$ cat src/rtl/matmul_feeder_if.sv
// MAC-array side bundle of the matmul feeder: operand streams,
// per-MAC load/clear strobes and the serial result unload path.
interface matmul_feeder_if;
  logic [3:0] data_w1;
  logic [3:0] data_w2;
  logic [3:0] data_w3;
  logic [3:0] data_x1;
  logic [3:0] data_x2;
  logic [3:0] data_x3;
  logic [8:0] load;
  logic [8:0] clear;
  logic       unload_res;
  logic [9:0] data_out;

  modport master (
    output data_w1, data_w2, data_w3,
    output data_x1, data_x2, data_x3,
    output load, clear, unload_res,
    input  data_out
  );

  modport slave (
    input  data_w1, data_w2, data_w3,
    input  data_x1, data_x2, data_x3,
    input  load, clear, unload_res,
    output data_out
  );
endinterface

$ cat src/rtl/matmul_feeder.sv
// 3x3 matmul operand feeder / result collector for a MAC array.
// Optional sticky protocol-error flag: define MATMUL_FEEDER_ERR_EN.
module matmul_feeder #(
  parameter int UNLOAD_LAT = 1
) (
  input  logic       clk,
  input  logic       reset,
  input  logic       wr_en,
  input  logic       wr_sel,
  input  logic [3:0] wr_addr,
  input  logic [3:0] wr_data,
  input  logic       start,
  output logic       busy,
  output logic       done,
  output logic       err,
  input  logic [3:0] rd_addr,
  output logic [9:0] rd_data,
  matmul_feeder_if.master mac
);

  typedef enum logic [2:0] {
    IDLE,
    CLR,
    FEED,
    UNLOAD,
    DONE
  } state_t;

  localparam logic [3:0] LAT  = 4'(UNLOAD_LAT);
  localparam logic [3:0] LAST = 4'(UNLOAD_LAT + 8);

  state_t     state_q;
  state_t     state_d;
  logic [3:0] cnt_q;
  logic [3:0] cnt_d;

  logic [3:0] w_mem [9];
  logic [3:0] x_mem [9];
  logic [9:0] r_mem [9];

  logic [3:0] k;
  logic [3:0] k3;
  logic [4:0] cap_diff;
  logic       cap;

  assign k  = {2'b00, cnt_q[1:0]};
  assign k3 = (k << 1) + k;

  // Capture window opens once the array's unload latency has elapsed.
  assign cap_diff = {1'b0, cnt_q} - {1'b0, LAT};
  assign cap      = (state_q == UNLOAD) && !cap_diff[4];

  always_ff @(posedge clk) begin
    if (reset) begin
      state_q <= IDLE;
      cnt_q   <= '0;
    end else begin
      state_q <= state_d;
      cnt_q   <= cnt_d;
    end
  end

  always_comb begin
    state_d        = state_q;
    cnt_d          = cnt_q;
    busy           = 1'b0;
    done           = 1'b0;
    mac.load       = '0;
    mac.clear      = '0;
    mac.unload_res = 1'b0;
    mac.data_w1    = '0;
    mac.data_w2    = '0;
    mac.data_w3    = '0;
    mac.data_x1    = '0;
    mac.data_x2    = '0;
    mac.data_x3    = '0;
    unique case (state_q)
      IDLE: begin
        if (start) begin
          state_d = CLR;
          cnt_d   = '0;
        end
      end
      CLR: begin
        busy      = 1'b1;
        mac.clear = 9'h1FF;
        state_d   = FEED;
        cnt_d     = '0;
      end
      FEED: begin
        busy        = 1'b1;
        mac.load    = 9'h1FF;
        mac.data_w1 = w_mem[k];
        mac.data_w2 = w_mem[4'd3 + k];
        mac.data_w3 = w_mem[4'd6 + k];
        mac.data_x1 = x_mem[k3];
        mac.data_x2 = x_mem[k3 + 4'd1];
        mac.data_x3 = x_mem[k3 + 4'd2];
        if (cnt_q == 4'd2) begin
          state_d = UNLOAD;
          cnt_d   = '0;
        end else begin
          cnt_d = cnt_q + 4'd1;
        end
      end
      UNLOAD: begin
        busy           = 1'b1;
        mac.unload_res = 1'b1;
        if (cnt_q == LAST) begin
          state_d = DONE;
          cnt_d   = '0;
        end else begin
          cnt_d = cnt_q + 4'd1;
        end
      end
      DONE: begin
        done    = 1'b1;
        state_d = IDLE;
      end
      default: state_d = IDLE;
    endcase
  end

  always_ff @(posedge clk) begin
    if (reset) begin
      for (int i = 0; i < 9; i++) begin
        w_mem[i] <= '0;
        x_mem[i] <= '0;
        r_mem[i] <= '0;
      end
    end else begin
      if (state_q == IDLE && wr_en && wr_addr < 4'd9) begin
        if (wr_sel) x_mem[wr_addr] <= wr_data;
        else        w_mem[wr_addr] <= wr_data;
      end
      if (cap) r_mem[cap_diff[3:0]] <= mac.data_out;
    end
  end

  assign rd_data = (rd_addr < 4'd9) ? r_mem[rd_addr] : '0;

`ifdef MATMUL_FEEDER_ERR_EN
  logic err_q;

  always_ff @(posedge clk) begin
    if (reset)                        err_q <= 1'b0;
    else if (busy && (start || wr_en)) err_q <= 1'b1;
  end

  assign err = err_q;
`else
  assign err = 1'b0;
`endif

endmodule

$ cat src/flat_wrapper.sv
// flat-port wrapper written by rule: the top's interface ports become plain ports
module matmul_feeder_flat 
#(
  parameter int UNLOAD_LAT = 1
)
  (clk, reset, wr_en, wr_sel, wr_addr, wr_data, start, busy, done, err, rd_addr, rd_data, mac_data_w1, mac_data_w2, mac_data_w3, mac_data_x1, mac_data_x2, mac_data_x3, mac_load, mac_clear, mac_unload_res, mac_data_out);
  matmul_feeder_if mac_i ();
  input  logic clk;
  input  logic reset;
  input  logic wr_en;
  input  logic wr_sel;
  input  logic [3:0] wr_addr;
  input  logic [3:0] wr_data;
  input  logic start;
  output logic busy;
  output logic done;
  output logic err;
  input  logic [3:0] rd_addr;
  output logic [9:0] rd_data;
  output wire logic [$bits(mac_i.data_w1)-1:0] mac_data_w1;
  output wire logic [$bits(mac_i.data_w2)-1:0] mac_data_w2;
  output wire logic [$bits(mac_i.data_w3)-1:0] mac_data_w3;
  output wire logic [$bits(mac_i.data_x1)-1:0] mac_data_x1;
  output wire logic [$bits(mac_i.data_x2)-1:0] mac_data_x2;
  output wire logic [$bits(mac_i.data_x3)-1:0] mac_data_x3;
  output wire logic [$bits(mac_i.load)-1:0] mac_load;
  output wire logic [$bits(mac_i.clear)-1:0] mac_clear;
  output wire logic [$bits(mac_i.unload_res)-1:0] mac_unload_res;
  input wire logic [$bits(mac_i.data_out)-1:0] mac_data_out;
  assign mac_data_w1 = mac_i.data_w1;
  assign mac_data_w2 = mac_i.data_w2;
  assign mac_data_w3 = mac_i.data_w3;
  assign mac_data_x1 = mac_i.data_x1;
  assign mac_data_x2 = mac_i.data_x2;
  assign mac_data_x3 = mac_i.data_x3;
  assign mac_load = mac_i.load;
  assign mac_clear = mac_i.clear;
  assign mac_unload_res = mac_i.unload_res;
  assign mac_i.data_out = mac_data_out;
  matmul_feeder #(.UNLOAD_LAT(UNLOAD_LAT)) u_core (.clk(clk), .reset(reset), .wr_en(wr_en), .wr_sel(wr_sel), .wr_addr(wr_addr), .wr_data(wr_data), .start(start), .busy(busy), .done(done), .err(err), .rd_addr(rd_addr), .rd_data(rd_data), .mac(mac_i));
endmodule
$ cat config.mk
export PLATFORM = sky130hd
export DESIGN_NAME = matmul_feeder_flat
export DESIGN_NICKNAME = d
export VERILOG_FILES = /design/src/rtl/matmul_feeder_if.sv /design/src/rtl/matmul_feeder.sv /design/src/flat_wrapper.sv
export SDC_FILE = /design/constraint.sdc
export NUM_CORES = 1
export LEC_CHECK = 0
export ABC_AREA = 0
export CORE_MARGIN = 2
export CORE_UTILIZATION = 50
export CTS_BUF_LIST = sky130_fd_sc_hd__clkbuf_16
export CTS_CLUSTER_SIZE = 24
export DETAILED_ROUTE_END_ITERATION = 16
export GPL_TIMING_DRIVEN = 0
export PLACE_DENSITY = 0.78
export SKIP_CTS_REPAIR_TIMING = 1
export SLEW_MARGIN = 25
export SYNTH_ARGS = -nofsm -noshare
export SYNTH_HDL_FRONTEND = slang
export SYNTH_SLANG_ARGS = --single-unit
$ cat constraint.sdc
create_clock -name clk -period 5.6 [get_ports clk]
set_input_delay 1.68 -clock clk [delete_from_list [all_inputs] [get_ports clk]]
set_output_delay 1.68 -clock clk [all_outputs]
set_load 0.005 [all_outputs]
## Word-level counts from Yosys, hierarchy flattened

Memory sizes are Yosys's and may differ from the RTL's. A register that Yosys moved wholly into a read port is not among the register bits.
Cells that the tools add are included.

- Register bits after elaboration: 7
- Memory bits (writable): 162
- Bits of input ports: 27
- Output and inout port bits: 56
- Memories kept: 3

- $add $sub $neg: 7
- Order comparisons: 2
- Equality and inequality tests: 9
- Multiplexer cells: 44
- Reduce and logical (&&, ||, !) cells: 12

Memory list:

| name | words | width | read ports | clocked after memory_dff | write ports | RTL line | RTL |
|---|---|---|---|---|---|---|---|
| u_core.r_mem | 9 | 10 | 1 | 0 | 9 | matmul_feeder.sv:39 | `logic [9:0] r_mem [9];` |
| u_core.w_mem | 9 | 4 | 3 | 1 | 9 | matmul_feeder.sv:37 | `logic [3:0] w_mem [9];` |
| u_core.x_mem | 9 | 4 | 3 | 0 | 9 | matmul_feeder.sv:38 | `logic [3:0] x_mem [9];` |

Operator list:

| operator | count |
|---|---|
| $mux 4 | 16 |
| $mux 10 | 2 |
| $mux 1 | 19 |
| $mux 9 | 2 |
| $pmux 4 s4 | 1 |
| $pmux 3 s4 | 1 |
| $reduce_or 10->1 | 1 |
| $mux 3 | 3 |
| $add 4x1->4 const B | 2 |
| $lt 4x4->1 const B | 2 |
| $reduce_or 4->1 | 2 |
| $eq 3x2->1 const B | 2 |
| $sub 4x1->5 const B | 1 |
| $add 3x2->4 | 1 |
| $add 3x2->4 const A | 1 |
| $add 4x2->4 const B | 1 |
| $eq 4x2->1 const B | 1 |
| $eq 4x4->1 const B | 1 |
| $ne 2x2->1 const B | 2 |
| $reduce_bool 4->1 | 1 |
| $add 2x2->3 const A | 1 |
| $eq 3x1->1 const B | 1 |
| $eq 3x3->1 const B | 1 |
| $logic_and 1x1->1 | 3 |
| other kinds (6) | 6 |

## Longest topological paths before layout

Gate-level depths: netlist (run 1).

- Depth after elaboration: 8
- Mapped depth: 9
- Mapped depth without buffers: 6

## Worst setup path before layout (run 1)

OpenSTA, ideal clock, no wires.

- Kind: input port to output port
- From: in rd_addr[0]
- To: out rd_data[8]
- Arrival: 2.690 ns
- Setup slack: 1.230 ns
- Stages: 4
- Cells stage by stage: buf_2 > mux4_2 > mux2i_1 > o22ai_1

- Word-level cells in the longest chain between the ends: 2

Ends and longest elaborated chain:

| element | RTL line | RTL |
|---|---|---|
| from (decl) | flat_wrapper.sv:18 | `input logic [3:0] rd_addr;` |
| $mem_v2 9x10 / $lt 4x4->1 (equally long branches) | - |  |
| $mux 10 * | matmul_feeder.sv:140 | `assign rd_data = (rd_addr < 4'd9) ? r_mem[rd_addr] : '0;` |
| to (decl) | flat_wrapper.sv:19 | `output logic [9:0] rd_data;` |

Mark *: on every way between the ends. The rest lies on a longest branch, timed or not.

## Worst setup path in the final report (run 1)

- From: reg u_core.cnt_q[0]
- To: out mac_data_x2[0]

- Word-level cells in the longest chain between the ends: 4

Ends and longest elaborated chain:

| element | RTL line | RTL |
|---|---|---|
| from (decl) | matmul_feeder.sv:34 | `logic [3:0] cnt_q;` |
| from (signal assigned) | matmul_feeder.sv:59 | `cnt_q <= cnt_d;` |
| $add 3x2->4 | matmul_feeder.sv:47 | `assign k3 = (k << 1) + k;` |
| $add 4x1->4 | matmul_feeder.sv:97 | `mac.data_x2 = x_mem[k3 + 4'd1];` |
| $mem_v2 9x4 | - |  |
| $mux 4 | matmul_feeder.sv:77 | `unique case (state_q)` |
| to (decl) | flat_wrapper.sv:24 | `output wire logic [$bits(mac_i.data_x2)-1:0] mac_data_x2;` |

No other way between the ends.

==> results, run 1 <==
- The run finished with clean final reports.
- 83 I/O pins were placed.
- The clock-pin slew on the worst setup and hold paths is 0.06 ns.
- The leakage power of the design is about 4.6 nW.
- The final net count is 937.
- The share of power burned in combinational logic is 0.282.
- The number of cells in the finished layout apart from fillers is 1192.
- The transition time at the pin with the least slew margin is 0.9653 ns.
- At the placement stage, the worst setup path has a slack of -0.1416 ns.
- Setup violations remaining at the end of the flow were counted as 0.
- Of the total power, the share spent switching nets is 0.2729.
- The largest family of logic cells by synthesized area is multiplexers.
- The number of distinct library cells after synthesis is 47.
- For the worst setup path, the data required time is 3.92 ns.
- After legalization and detailed placement, the total HPWL measured approximately 18000 um.
- The max-slew violation count is 0.
- The sequential group share of total power is 0.400.
- The worst register-to-register path ends at u_core.r_mem[3][3]$_SDFFCE_PN0P_.
- The total grt overflow is 0.
- The multi-input logic area is 4330 sq um.
- The first global-routing pass estimated 37600 um of wire.
- Counting both buffers and inverters, the worst setup path holds a total of 4.
- The number of placed instances, taps included, is 1153.
- Of the total synthesized cell area, the portion taken by full adders, half adders and majority gates is 0.009405.
- The final setup TNS is 0 ns.
- The most frequently used cell type in the post-synthesis netlist is sky130_fd_sc_hd__edfxtp_1.
- The final weighted congestion of routability-driven global placement is 0.8550.
- Of the post-synthesis cell area, the dominant cell type holds 0.5474.
- The total via count in the routed design is 6744.
- The final critical path time including I/O delays and setup is ~5.4 ns.
- Counting cells, the worst reg-to-reg path comes to 9.
- The cell type contributing the most total cell area after synthesis is sky130_fd_sc_hd__edfxtp_1.
- The cell count after synthesis is between 700 and 800.
- The starting utilization of the core area is 0.5079.
- The H-tree depth is 1.
- Yosys mapped a number of flops with a built-in enable equal to 194.
- The async set or reset register ratio after synthesis is 0.
- For this run, design rule violations remaining after detail routing come to 0.
- The via count of the first global-routing pass is a little under 7000.
- In this run, the number of DRC markers left after iteration 0 of detailed routing was between 500 and 600.
- The count of TritonRoute iterations in the first routing pass is 5.
- The number of maximum-capacitance violations is 0.
- Of the total synthesized cell area, the portion taken by XOR and XNOR cells is 0.001646.
- The count of nets left with antenna violations once routing finished came out at 0.
- The startpoint of the worst register-to-register path is u_core.cnt_q[0]$_SDFFE_PP0P_.
- For flop-to-flop paths, the worst setup slack is about 2.8 ns.
- The total inserted antenna cells is 0.
- The finished cells cover approximately 13000 sq um.
- The die outline width is 149.9 um.
- The longest clock path from root to sink contains 3 buffers.
- Measured on the finished design, the core utilization comes to 0.6020.
- In this run the worst setup path terminates at mac_data_x2[0].
- In the global route stage, overall resource usage came out at 0.2218.
- The kind of capture point of the worst setup path is a primary output.
- The register area is around 6000 sq um.
- The share of layout cells above drive strength 1 is 0.2007.
- The post-detailed-route wirelength per cell is slightly above 20 um.
- Compared with the post-synthesis result, the final layout area differs by 18.54%.
- The smallest hold slack is 0.6653 ns.
- The worst slew slack as a fraction of its limit is 0.3506.
- The overall die area is roughly 22000 sq um.
- The post-synthesis instance area is 10640 sq um.
- The latest clock arrival within the worst-skew pair is approximately 0.51 ns.
- The internal portion of the total power is 3.247 mW.
- The area fraction in compound gates after synthesis was 0.03139.
- The layout has 1648 filler cells.
- The number of endpoints with negative hold slack in the final report is 0.
- Data on the critical path arrives at its endpoint at 3.74 ns.
- The category of the most critical setup path is flip-flop to primary output.
- Of the total synthesized cell area, the portion taken by AND, OR, NAND and NOR gates is 0.1723.
- Yosys printed 0 warnings.
- The die height is between 100 and 150 um.
- The clock drives 203 sinks.
- The initial antenna violation count came to 0.
- The slowest stage of the critical path belongs to the cell sky130_fd_sc_hd__mux4_2.
- The total power is 4.465 mW.
- The areal power density over the cells is 353.9 nW/um^2.
- The core area is 20960 sq um.
- For this run, the register share of the synthesized area comes to 0.5643.
- Between clock sinks in the finished design, the worst skew comes to approximately 0.011 ns.
- The number of I/O port buffers is 80.
- The routed design has 24720 um of wire.
- The clock share of power is 0.318.
- The reported net switching power is 1.219 mW.
- Ranked by total cell area, the synthesized netlist is headed by sky130_fd_sc_hd__edfxtp_1 (55%), sky130_fd_sc_hd__mux4_2 (15%), sky130_fd_sc_hd__and2_1 (10%), sky130_fd_sc_hd__mux2i_1 (2.1%), sky130_fd_sc_hd__or2_2 (1.7%).
- The start point of the critical path is u_core.cnt_q[0]$_SDFFE_PP0P_.
- The kind of path behind the tightest hold check is flip-flop to flip-flop.
- The library cell used as clock root buffer is sky130_fd_sc_hd__clkbuf_16.
- The number of cell rows is 53.
- The cell family with the largest share of critical-path delay is buffers and inverters.
- The largest vdd supply drop is 0.2574 mV.
- The critical path crosses 8 cells after its start point.
- TritonCTS built the clock tree.
- The average instance in the mapped netlist occupies 13.89 sq um.
- Counting instances in the post-synthesis netlist gives the leading cell types as sky130_fd_sc_hd__edfxtp_1 (194), sky130_fd_sc_hd__and2_1 (176), sky130_fd_sc_hd__mux4_2 (71), sky130_fd_sc_hd__nor2_1 (40), sky130_fd_sc_hd__or2_2 (29).
- The number of vias per cell after detailed routing is 5.658.
- Traced cell by cell, the critical path runs through buf_4 > inv_1 > ha_1 > clkbuf_1 > mux4_2 > mux2i_1 > nor2_1 > clkdlybuf4s50_1.
- The most used flip-flop cell after synthesis is sky130_fd_sc_hd__edfxtp_1.
- The final worst-path setup slack is 0.1795 ns.
- Timing would allow up to 0.1845 GHz.
- In this run, synthesis produced a sequential element count of 203.
- The largest single stage delay on the critical path is between 0.6 and 0.7 ns.
- Counting the buffers created by CTS gives 22.
- The startpoint class of the critical path is a flip-flop.
- The cell area reported after detailed placement is approximately 12000 sq um.
- In the finished design, the share of the clock period the worst path needs comes to 0.9679.
- The maximum number of pins on one net before global-route repair is 19.
- After synthesis, the share of cell area in mux cells is 0.1805.
- Setup repair after global routing left no endpoint under its margin.
- The largest fanout on the critical path is 10.
## worst min-delay path by stage
stage               cells after the start  slack [ns]                          from                      endpoint
global route                            3        0.69  u_core.cnt_q[3]$_SDFFE_PP0P_  u_core.cnt_q[3]$_SDFFE_PP0P_
floorplan                               3        0.60  u_core.cnt_q[2]$_SDFFE_PP0P_  u_core.cnt_q[2]$_SDFFE_PP0P_
finish                                  3        0.67  u_core.cnt_q[3]$_SDFFE_PP0P_  u_core.cnt_q[3]$_SDFFE_PP0P_
detailed placement                      3        0.65  u_core.cnt_q[3]$_SDFFE_PP0P_  u_core.cnt_q[3]$_SDFFE_PP0P_
global placement                        3        0.64  u_core.cnt_q[3]$_SDFFE_PP0P_  u_core.cnt_q[3]$_SDFFE_PP0P_
CTS                                     3        0.66  u_core.cnt_q[3]$_SDFFE_PP0P_  u_core.cnt_q[3]$_SDFFE_PP0P_
## metal layers
layer,wire [um],track usage,up-vias
li1,-,-,3052
met1,9399,0.2684,3373
met2,13170,0.4068,275
met3,1499,0.03598,44
met4,647,0.06698,0
met5,0,0,-
## power by group through the flow
stage / logic [mW] / registers (mW) / clock network [mW]
after floorplan: 0.789 / 1.79 / 0
after global placement: 1.24 / 1.81 / 0
after detailed placement: 1.26 / 1.81 / 0
after CTS: 1.26 / 1.78 / 1.43
after global routing: 1.34 / 1.79 / 1.48
final: 1.26 / 1.78 / 1.42
## worst register-to-register path, delay by kind of cell (launching register included)
kind / cells / cell delay [ns]
and+or+nand+nor: 3 / 0.59
AOI/OAI and AO/OA: 1 / 0.33
DFF: 1 / 0.50
adders and majority gates: 1 / 0.25
buffers and inverters: 4 / 0.92
## cells in the final DEF, fill, tap and decap left out, types with 7 or more instances in the layout
cell type	netlist	final
sky130_fd_sc_hd__mux2_2	9	9
sky130_fd_sc_hd__buf_4	24	24
sky130_fd_sc_hd__nand2b_1	12	12
sky130_fd_sc_hd__o22ai_1	24	24
sky130_fd_sc_hd__nand2_1	18	18
sky130_fd_sc_hd__mux2i_1	22	22
sky130_fd_sc_hd__and2_1	176	176
sky130_fd_sc_hd__mux4_2	71	71
sky130_fd_sc_hd__a21oi_1	18	18
sky130_fd_sc_hd__inv_1	17	20
sky130_fd_sc_hd__edfxtp_1	194	194
sky130_fd_sc_hd__nand3_1	7	7
sky130_fd_sc_hd__dfxtp_1	9	9
sky130_fd_sc_hd__nor2_1	40	40
sky130_fd_sc_hd__clkbuf_16	0	23
sky130_fd_sc_hd__clkdlybuf4s50_1	0	80
sky130_fd_sc_hd__conb_1	1	33
sky130_fd_sc_hd__or2_2	29	29
sky130_fd_sc_hd__buf_2	8	8
sky130_fd_sc_hd__ha_1	8	8
sky130_fd_sc_hd__clkbuf_1	28	26
## cell type report
class                   instances  share of cell area
clock inverters                16             0.01002
inverters                      17            0.005058
plain buffers                  68             0.02926
clock buffers                  23             0.04562
flip-flops and latches        203              0.4761
repair buffers                 80             0.06347
multi-input cells             510              0.3433
well taps                     275             0.02727
## sequential cells by signal (all words and copies together), names as in the netlist, named ones only
| name | cells |
|---|---|
| u_core.state_q | 3 |
| u_core.r_mem | 90 |
| u_core.w_mem | 40 |
| u_core.x_mem | 64 |
| u_core.cnt_q | 4 |
## logic make-up (layout without fill, tap and decap cells)
| family | Yosys count | after routing |
|---|---|---|
| and+or+nand+nor | 310 | 310 |
| DFF | 203 | 203 |
| muxes | 102 | 102 |
| buffers and inverters | 85 | 204 |
| AOI/OAI and AO/OA | 55 | 55 |
| adders and majority gates | 8 | 8 |
| xor gates and xnor gates | 2 | 2 |
| other | 1 | 33 |
No activity file was read; power rests on OpenSTA's default activity.
==> run 2, diff against run 1 <==
- CTS_CLUSTER_DIAMETER: default -> 50
- clock period: 5.6 -> 6.6 ns (I/O delays scaled with it)
==> run 2 against run 1 <==
Clock-buffer cell count is 2 lower. Critical endpoint is now rd_data[6]. Core utilization shrank 0.31 points. Routed wire length shrank 1.1%. Sequential share of layout area is 0.25 points higher. Critical path type is now input port to primary output. Sequential power is 15% lower. Largest power group unchanged. Hold slack better by 0.0013 ns. Non-clock buffer count unchanged. Highest routed layer unchanged. Clock power down 21%.
==> results, run 2 (synthesized netlist as in run 1, its figures left out) <==
- The count of fill cells added during filler insertion is 1648 (unchanged).
- The initial antenna violation count is 0 (unchanged).
- The core area is 20960 sq um (unchanged).
- The number of maximum-capacitance violations is 0 (unchanged).
- The worst slew slack as a fraction of its limit came to 0.3698 (was 0.3506).
- The largest fanout on the critical path is 10 (unchanged).
- The violation count after the first detailed-routing iteration is 577 (was 570).
- The flip-flop count of the largest register, all copies and words added is 90 (unchanged).
- Setup repair after global routing missed its margin: no (unchanged).
- The final setup TNS came to 0 ns (unchanged).
- The endpoint required time on the critical path is 4.62 ns (was 3.92 ns).
- The most common cell after layout, fill and taps aside is sky130_fd_sc_hd__edfxtp_1 (unchanged).
- The post-synthesis to final-layout area growth is 17.93% (was 18.54%).
- The largest vdd supply drop is 0.2303 mV (was 0.2574 mV).
- The number of cell rows was 53 (unchanged).
- The I/O pin count is 83 (unchanged).
- The CTS tree is built (unchanged).
- The total inserted antenna cells is 0 (unchanged).
- The share of layout cells above drive strength 1 came to 0.1978 (was 0.2007).
- The post-detailed-route DRC marker count is 0 (unchanged).
- The max-slew violation count is 0 (unchanged).
- The final weighted congestion of routability-driven global placement is 0.8550 (unchanged).
- The die outline width came to 149.9 um (unchanged).
- The overall die area is 22470 sq um (unchanged).
- The starting utilization of the core area came to 0.5079 (unchanged).
- The via count of the first global-routing pass is 6924 (was 6923).
- The post-detailed-route wirelength per cell is 20.55 um (was 20.74 um).
- The aggregate global-route resource usage is 0.2195 (was 0.2218).
- The H-tree depth was 1 (unchanged).
- Largest registers: u_core.r_mem: 90 flops, u_core.x_mem: 64 flops, u_core.w_mem: 40 flops (unchanged).
- The kind of capture point of the worst setup path is a primary output (unchanged).
- Highest-count cells in the layout ignoring fill and taps: sky130_fd_sc_hd__edfxtp_1 (194), sky130_fd_sc_hd__and2_1 (176), sky130_fd_sc_hd__clkdlybuf4s50_1 (80) (unchanged).
- The number of vias per cell after detailed routing is 5.649 (was 5.658).
- The count of TritonRoute iterations in the first routing pass is 4 (was 5).
- The areal power density over the cells is 294.8 nW/um^2 (was 353.9 nW/um^2).
- The CTS buffer count is 21 (was 22).
- The half-perimeter wire length after placement came to 17760 um (unchanged).
- The category of the most critical setup path is input port to primary output (was flip-flop to primary output).
- The global-route wire length before repair is 37230 um (was 37600 um).
- The final net count is 936 (was 937).
- The critical path arrival is 4.36 ns (was 3.74 ns).
- The transition time at the pin with the least slew margin is 0.9367 ns (was 0.9653 ns).
- The number of endpoints with negative hold slack in the final report came to 0 (unchanged).
- The clock skew is 0.01110 ns (was 0.01135 ns).
- The maximum number of pins on one net before global-route repair is 19 (unchanged).
- The latest clock arrival within the worst-skew pair was 0.50 ns (was 0.51 ns).
- The total grt overflow was 0 (unchanged).
- The number of I/O port buffers is 80 (unchanged).
- The clock-pin slew on the worst setup and hold paths is 0.07 ns (was 0.06 ns).
- The total via count in the routed design is 6722 (was 6744).
- The kind of path behind the tightest hold check is flip-flop to flip-flop (unchanged).
- The startpoint class of the critical path is an input port (was flip-flop).
- The number of clock sinks is 203 (unchanged).
- The most flop-heavy register is u_core.r_mem (unchanged).
- The worst path in the final design needs a cycle of 6.335 ns, including I/O delays and setup.
- The buffer depth of the longest clock path is 3 (unchanged).
- The routed wire length is 24450 um (was 24720 um).
- The cell area reported after detailed placement is 11910 sq um (unchanged).
- In the finished design, the share of the clock period the worst path needs comes to 0.9599.
- The library cell used as clock root buffer is sky130_fd_sc_hd__clkbuf_16 (unchanged).
- The residual antenna-violating net count after detailed routing came to 0 (unchanged).
- The final instance area was 12550 sq um (was 12620 sq um).
- The setup violation total in the final timing report came to 0 (unchanged).
- Run status: completed (unchanged).
- Based on the critical path, the design can be clocked at up to roughly 0.16 GHz.
- The die height is 149.9 um (unchanged).
- The leakage power of the design is 4.514 nW (was 4.564 nW).
run 2: cell count changes in the layout (fill, tap and decap cells not counted):
cell	delta
sky130_fd_sc_hd__clkinvlp_4	+1
sky130_fd_sc_hd__bufinv_16	-2
sky130_fd_sc_hd__clkbuf_16	-2
sky130_fd_sc_hd__clkinv_4	+1
sky130_fd_sc_hd__clkinv_2	-2
sky130_fd_sc_hd__inv_6	+3
sky130_fd_sc_hd__inv_8	+3
sky130_fd_sc_hd__inv_1	-1
sky130_fd_sc_hd__buf_1	+3
sky130_fd_sc_hd__clkbuf_1	+2
sky130_fd_sc_hd__clkbuf_2	-5
sky130_fd_sc_hd__clkinv_1	-3
run 2: critical path, stage by stage:
cell and delay (ns):
sky130_fd_sc_hd__clkdlybuf4s50_1 0.49, sky130_fd_sc_hd__clkbuf_1 0.34, sky130_fd_sc_hd__clkbuf_1 0.48, sky130_fd_sc_hd__nor2_1 0.14, sky130_fd_sc_hd__o22ai_1 0.24, sky130_fd_sc_hd__o22ai_1 0.17
sky130_fd_sc_hd__clkdlybuf4s50_1 0.51
run 2: through the flow:
step | hold WS [ns] | instances | total power [mW] | worst slack [ns] | util
CTS | 0.6615 | 1190 | 3.715 | 0.2553 | 0.5989
detailed placement | 0.6545 | 1153 | 2.607 | 0.2584 | 0.5682
global route | 0.6944 | 1190 | 3.838 | 0.1296 | 0.5989
global placement | 0.6390 | 1153 | 2.588 | 0.3739 | 0.5682
finish | 0.6666 | 1190 | 3.700 | 0.2646 | 0.5989
floorplan | 0.5951 | 798 | 2.191 | 1.630 | -
run 2: cell type report:
type / count / area (sq um) / share of cell area
buffer: 68 / 362.8 / 0.02891
inverter: 17 / 63.81 / 0.005084
clock inverter: 16 / 117.6 / 0.009371
clock buffer: 21 / 525.5 / 0.04187
multi-input combinational: 510 / 4330 / 0.3450
timing repair buffer: 80 / 800.8 / 0.06380
sequential: 203 / 6006 / 0.4785
tap: 275 / 344.1 / 0.02741
run 2: power breakdown:
part | leakage (nW) | switching, mW | total, mW | internal [mW]
Sequential | 2.06 | 0.0399 | 1.51 | 1.47
Combinational | 2.13 | 0.494 | 1.07 | 0.574
Clock | 0.321 | 0.521 | 1.12 | 0.599
Total | 4.51 | 1.05 | 3.70 | 2.65
run 2: worst paths after layout:
check	startpoint	end	slack (ns)	cells past startpoint
worst min register to register	u_core.cnt_q[3]$_SDFFE_PP0P_	u_core.cnt_q[3]$_SDFFE_PP0P_	0.67	3
worst min-delay path	u_core.cnt_q[3]$_SDFFE_PP0P_	u_core.cnt_q[3]$_SDFFE_PP0P_	0.67	3
worst max register to register	u_core.cnt_q[0]$_SDFFE_PP0P_	u_core.r_mem[2][4]$_SDFFCE_PN0P_	3.76	9
worst max-delay path	rd_addr[3]	rd_data[6]	0.26	7
run 2: metal layers:
metal  wire, um  global-route usage
met1       9297              0.2618
met5          0                   0
met4        746             0.06698
met2      13060              0.4048
met3       1351             0.03780
==> run 3, diff against run 2 <==
- CTS_CLUSTER_DIAMETER: 50 -> 100
==> run 3 against run 2 <==
Sequential power is essentially flat. Register-to-register slack gained 0.02 ns. Via count shrank 1.0%. Worst setup slack got worse by 0.0050 ns. Die area did not move. Critical path type unchanged.
==> results, run 3 (synthesized netlist as in run 1, its figures left out) <==
- The die outline width is 149.9 um (unchanged).
- The switching portion of total power is 0.2827 (was 0.2849).
- The wire length the detailed router placed on met1 was 9244 um (was 9297 um).
- The areal power density over the cells was 273.5 nW/um^2 (was 294.8 nW/um^2).
- The category of the most critical setup path is input port to primary output (unchanged).
- The largest fanout on the critical path was 10 (unchanged).
- The clock-pin slew on the worst setup and hold paths is 0.10 ns (was 0.07 ns).
- The overall die area was 22470 sq um (unchanged).
- The max-slew violation count was 0 (unchanged).
- The endpoint required time on the critical path is 4.62 ns (about the same).
- The startpoint class of the critical path is an input port (unchanged).
- Setup repair after global routing missed its margin: no (unchanged).
- The total inserted antenna cells is 0 (unchanged).
- The kind of path behind the tightest hold check is flip-flop to flip-flop (unchanged).
- The via count of the first global-routing pass is 6807 (was 6924).
- The final net count is 927 (was 936).
- The number of clock sinks was 203 (unchanged).
- The total grt overflow is 0 (unchanged).
- The final weighted congestion of routability-driven global placement is 0.8550 (unchanged).
- The startpoint of the tightest hold check path was u_core.cnt_q[3]$_SDFFE_PP0P_ (unchanged).
- The latest clock arrival within the worst-skew pair is 0.48 ns (was 0.50 ns).
- The transition time at the pin with the least slew margin is 0.9665 ns (was 0.9367 ns).
- The maximum number of pins on one net before global-route repair is 26 (was 19).
- The final clock period utilization by the worst path is 0.9607 (was 0.9599).
- The worst reg-to-reg path cell count is 9 (unchanged).
- The number of cell rows came to 53 (unchanged).
- The post-detailed-route DRC marker count is 0 (unchanged).
- The depth of the critical timing path with buffers and inverters included came to 7 (unchanged).
- The pre-CTS setup slack is 0.2584 ns (unchanged).
- The most flop-heavy register is u_core.r_mem (unchanged).
- Run status: completed (unchanged).
- The global-route wire length before repair is 37110 um (was 37230 um).
- The share of power burned in combinational logic was 0.318 (was 0.288).
- The post-synthesis to final-layout area growth is 15.31% (was 17.93%).
- Highest-count cells in the layout ignoring fill and taps: sky130_fd_sc_hd__edfxtp_1 (194), sky130_fd_sc_hd__and2_1 (176), sky130_fd_sc_hd__clkdlybuf4s50_1 (80) (unchanged).
- The clock skew is 0.02730 ns (was 0.01110 ns).
- The number of vias per cell after detailed routing is 5.672 (was 5.649).
- The share of layout cells above drive strength 1 came to 0.1804 (was 0.1978).
- The longest individual stage delay on the worst path came to 0.51 ns (about the same).
- The reported net switching power came to 0.9490 mW (was 1.054 mW).
- The setup violation total in the final timing report was 0 (unchanged).
- The cell family with the largest share of critical-path delay is buffers and inverters (unchanged).
- The aggregate global-route resource usage is 0.2188 (was 0.2195).
- Largest registers: u_core.r_mem: 90 flops, u_core.x_mem: 64 flops, u_core.w_mem: 40 flops (unchanged).
- The count of fill cells added during filler insertion is 1672 (was 1648).
- The starting utilization of the core area is 0.5079 (unchanged).
- The maximum achievable frequency came to 0.1577 GHz (was 0.1578 GHz).
- The startpoint of the worst register-to-register path is u_core.cnt_q[0]$_SDFFE_PP0P_ (unchanged).
- The final setup TNS is 0 ns (unchanged).
- The post-placement cell count is 1153 (unchanged).
- The count of TritonRoute iterations in the first routing pass is 7 (was 4).
- The routed wire length is 24360 um (was 24450 um).
- The initial antenna violation count is 0 (unchanged).
- The leakage power of the design came to 4.392 nW (was 4.514 nW).
- The flop-to-flop setup slack came to 3.78 ns (was 3.76 ns).
- The uppermost layer routed is met4 (unchanged).
- The internal power consumption is 2.407 mW (was 2.646 mW).
- The capture point of the worst reg-to-reg path is u_core.r_mem[2][4]$_SDFFCE_PN0P_ (unchanged).
- The post-detailed-route wirelength per cell was 20.76 um (was 20.55 um).
- The number of cells in the finished layout apart from fillers is 1173 (was 1190).
- The final worst-path setup slack was 0.2596 ns (was 0.2646 ns).
- The library cell used as clock root buffer is sky130_fd_sc_hd__clkbuf_16 (unchanged).
- The capture point of the critical path is rd_data[6] (unchanged).
- The flip-flop count of the largest register, all copies and words added is 90 (unchanged).
- The CTS tree is built (unchanged).
- The critical path arrival is 4.36 ns (about the same).
- The worst slew slack as a fraction of its limit is 0.3497 (was 0.3698).
- The final critical path time including I/O delays and setup came to 6.340 ns (was 6.335 ns).
- The die height is 149.9 um (unchanged).
- The slowest cell on the critical path is sky130_fd_sc_hd__clkdlybuf4s50_1 (unchanged).
- Cell chain of the critical path: clkdlybuf4s50_1 > clkbuf_1 > clkbuf_1 > nor2_1 > o22ai_1 > o22ai_1 > clkdlybuf4s50_1 (unchanged).
- The sequential group share of total power is 0.450 (was 0.409).
- The most common cell after layout, fill and taps aside is sky130_fd_sc_hd__edfxtp_1 (unchanged).
- The number of maximum-capacitance violations is 0 (unchanged).
- The routed wire length on met2 is 13170 um (was 13060 um).
- The number of endpoints with negative hold slack in the final report is 0 (unchanged).
- The I/O pin count is 83 (unchanged).
- The residual antenna-violating net count after detailed routing is 0 (unchanged).
- The start point of the critical path is rd_addr[3] (unchanged).
- The buffer depth of the longest clock path is 3 (unchanged).
- The clock share of power is 0.232 (was 0.303).
- The H-tree depth was 1 (unchanged).
- The core area is 20960 sq um (unchanged).
- The kind of capture point of the worst setup path was a primary output (unchanged).
- The total via count in the routed design is 6653 (was 6722).
- The violation count after the first detailed-routing iteration is 580 (was 577).
- The met3 routed wirelength is 1352 um (was 1351 um).
- The combined buffer and inverter count along the critical path came to 4 (unchanged).
- The largest vdd supply drop is 0.1999 mV (was 0.2303 mV).
- The CTS buffer count is 12 (was 21).
- The number of I/O port buffers came to 80 (unchanged).
- The half-perimeter wire length after placement was 17760 um (unchanged).
==> run 3: changes by cell type in the layout (fill, tap and decap cells not counted) <==
cell                         before  now
sky130_fd_sc_hd__inv_1           19   23
sky130_fd_sc_hd__clkbuf_16       21   13
sky130_fd_sc_hd__clkinv_2         2    0
sky130_fd_sc_hd__clkinvlp_4       2    0
sky130_fd_sc_hd__clkinv_1         2    0
sky130_fd_sc_hd__clkinv_8         0    1
sky130_fd_sc_hd__inv_8            3    0
sky130_fd_sc_hd__inv_6            3    0
sky130_fd_sc_hd__clkinv_4         2    0
==> run 3: area by class of cell <==
type	count	area [sq um]	area share
inverters	17	63.81	0.005200
well taps	275	344.1	0.02804
repair buffers	80	800.8	0.06525
clock inverters	7	38.79	0.003161
multi-input cells	510	4330	0.3529
clock buffers	13	325.3	0.02651
plain buffers	68	362.8	0.02957
flip-flops and latches	203	6006	0.4894
==> run 3: worst register-to-register path, delay by kind of cell (launching register included) <==
family / cells / cell delay [ns]
and+or+nand+nor: 3 / 0.58
adders and majority gates: 1 / 0.25
AOI/OAI and AO/OA: 1 / 0.33
buffers and inverters: 4 / 0.91
DFF: 1 / 0.50
==> run 3: layer usage <==
layer  up-vias  global-route usage
li1       3017                   -
met1      3348              0.2649
met2       247              0.4082
met3        41             0.02957
met4         0             0.06038
met5         -                   0
==> run 3: power by group through the flow <==
stage | sequential (mW) | clock, mW | combinational (mW)
2_1_floorplan | 1.52 | 0 | 0.670
3_3_place_gp | 1.54 | 0 | 1.05
3_5_place_dp | 1.54 | 0 | 1.07
4_1_cts | 1.51 | 0.788 | 1.07
5_1_grt | 1.52 | 0.824 | 1.14
6_report | 1.51 | 0.778 | 1.07
==> run 3: through the flow <==
stage / hold WS [ns] / instance area (sq um) / power, mW / util
2_1_floorplan: 0.5951 / 10760 / 2.191 / -
3_3_place_gp: 0.6390 / 11910 / 2.588 / 0.5682
3_5_place_dp: 0.6545 / 11910 / 2.607 / 0.5682
4_1_cts: 0.6661 / 12270 / 3.371 / 0.5856
5_1_grt: 0.6992 / 12270 / 3.481 / 0.5856
6_report: 0.6692 / 12270 / 3.356 / 0.5856
==> run 3: worst min path at each step <==
stage | slack (ns) | depth (start not counted) | end
2_1_floorplan | 0.60 | 3 | u_core.cnt_q[2]$_SDFFE_PP0P_
3_3_place_gp | 0.64 | 3 | u_core.cnt_q[3]$_SDFFE_PP0P_
6_report | 0.67 | 3 | u_core.cnt_q[3]$_SDFFE_PP0P_
5_1_grt | 0.70 | 3 | u_core.cnt_q[3]$_SDFFE_PP0P_
4_1_cts | 0.67 | 3 | u_core.cnt_q[3]$_SDFFE_PP0P_
3_5_place_dp | 0.65 | 3 | u_core.cnt_q[3]$_SDFFE_PP0P_
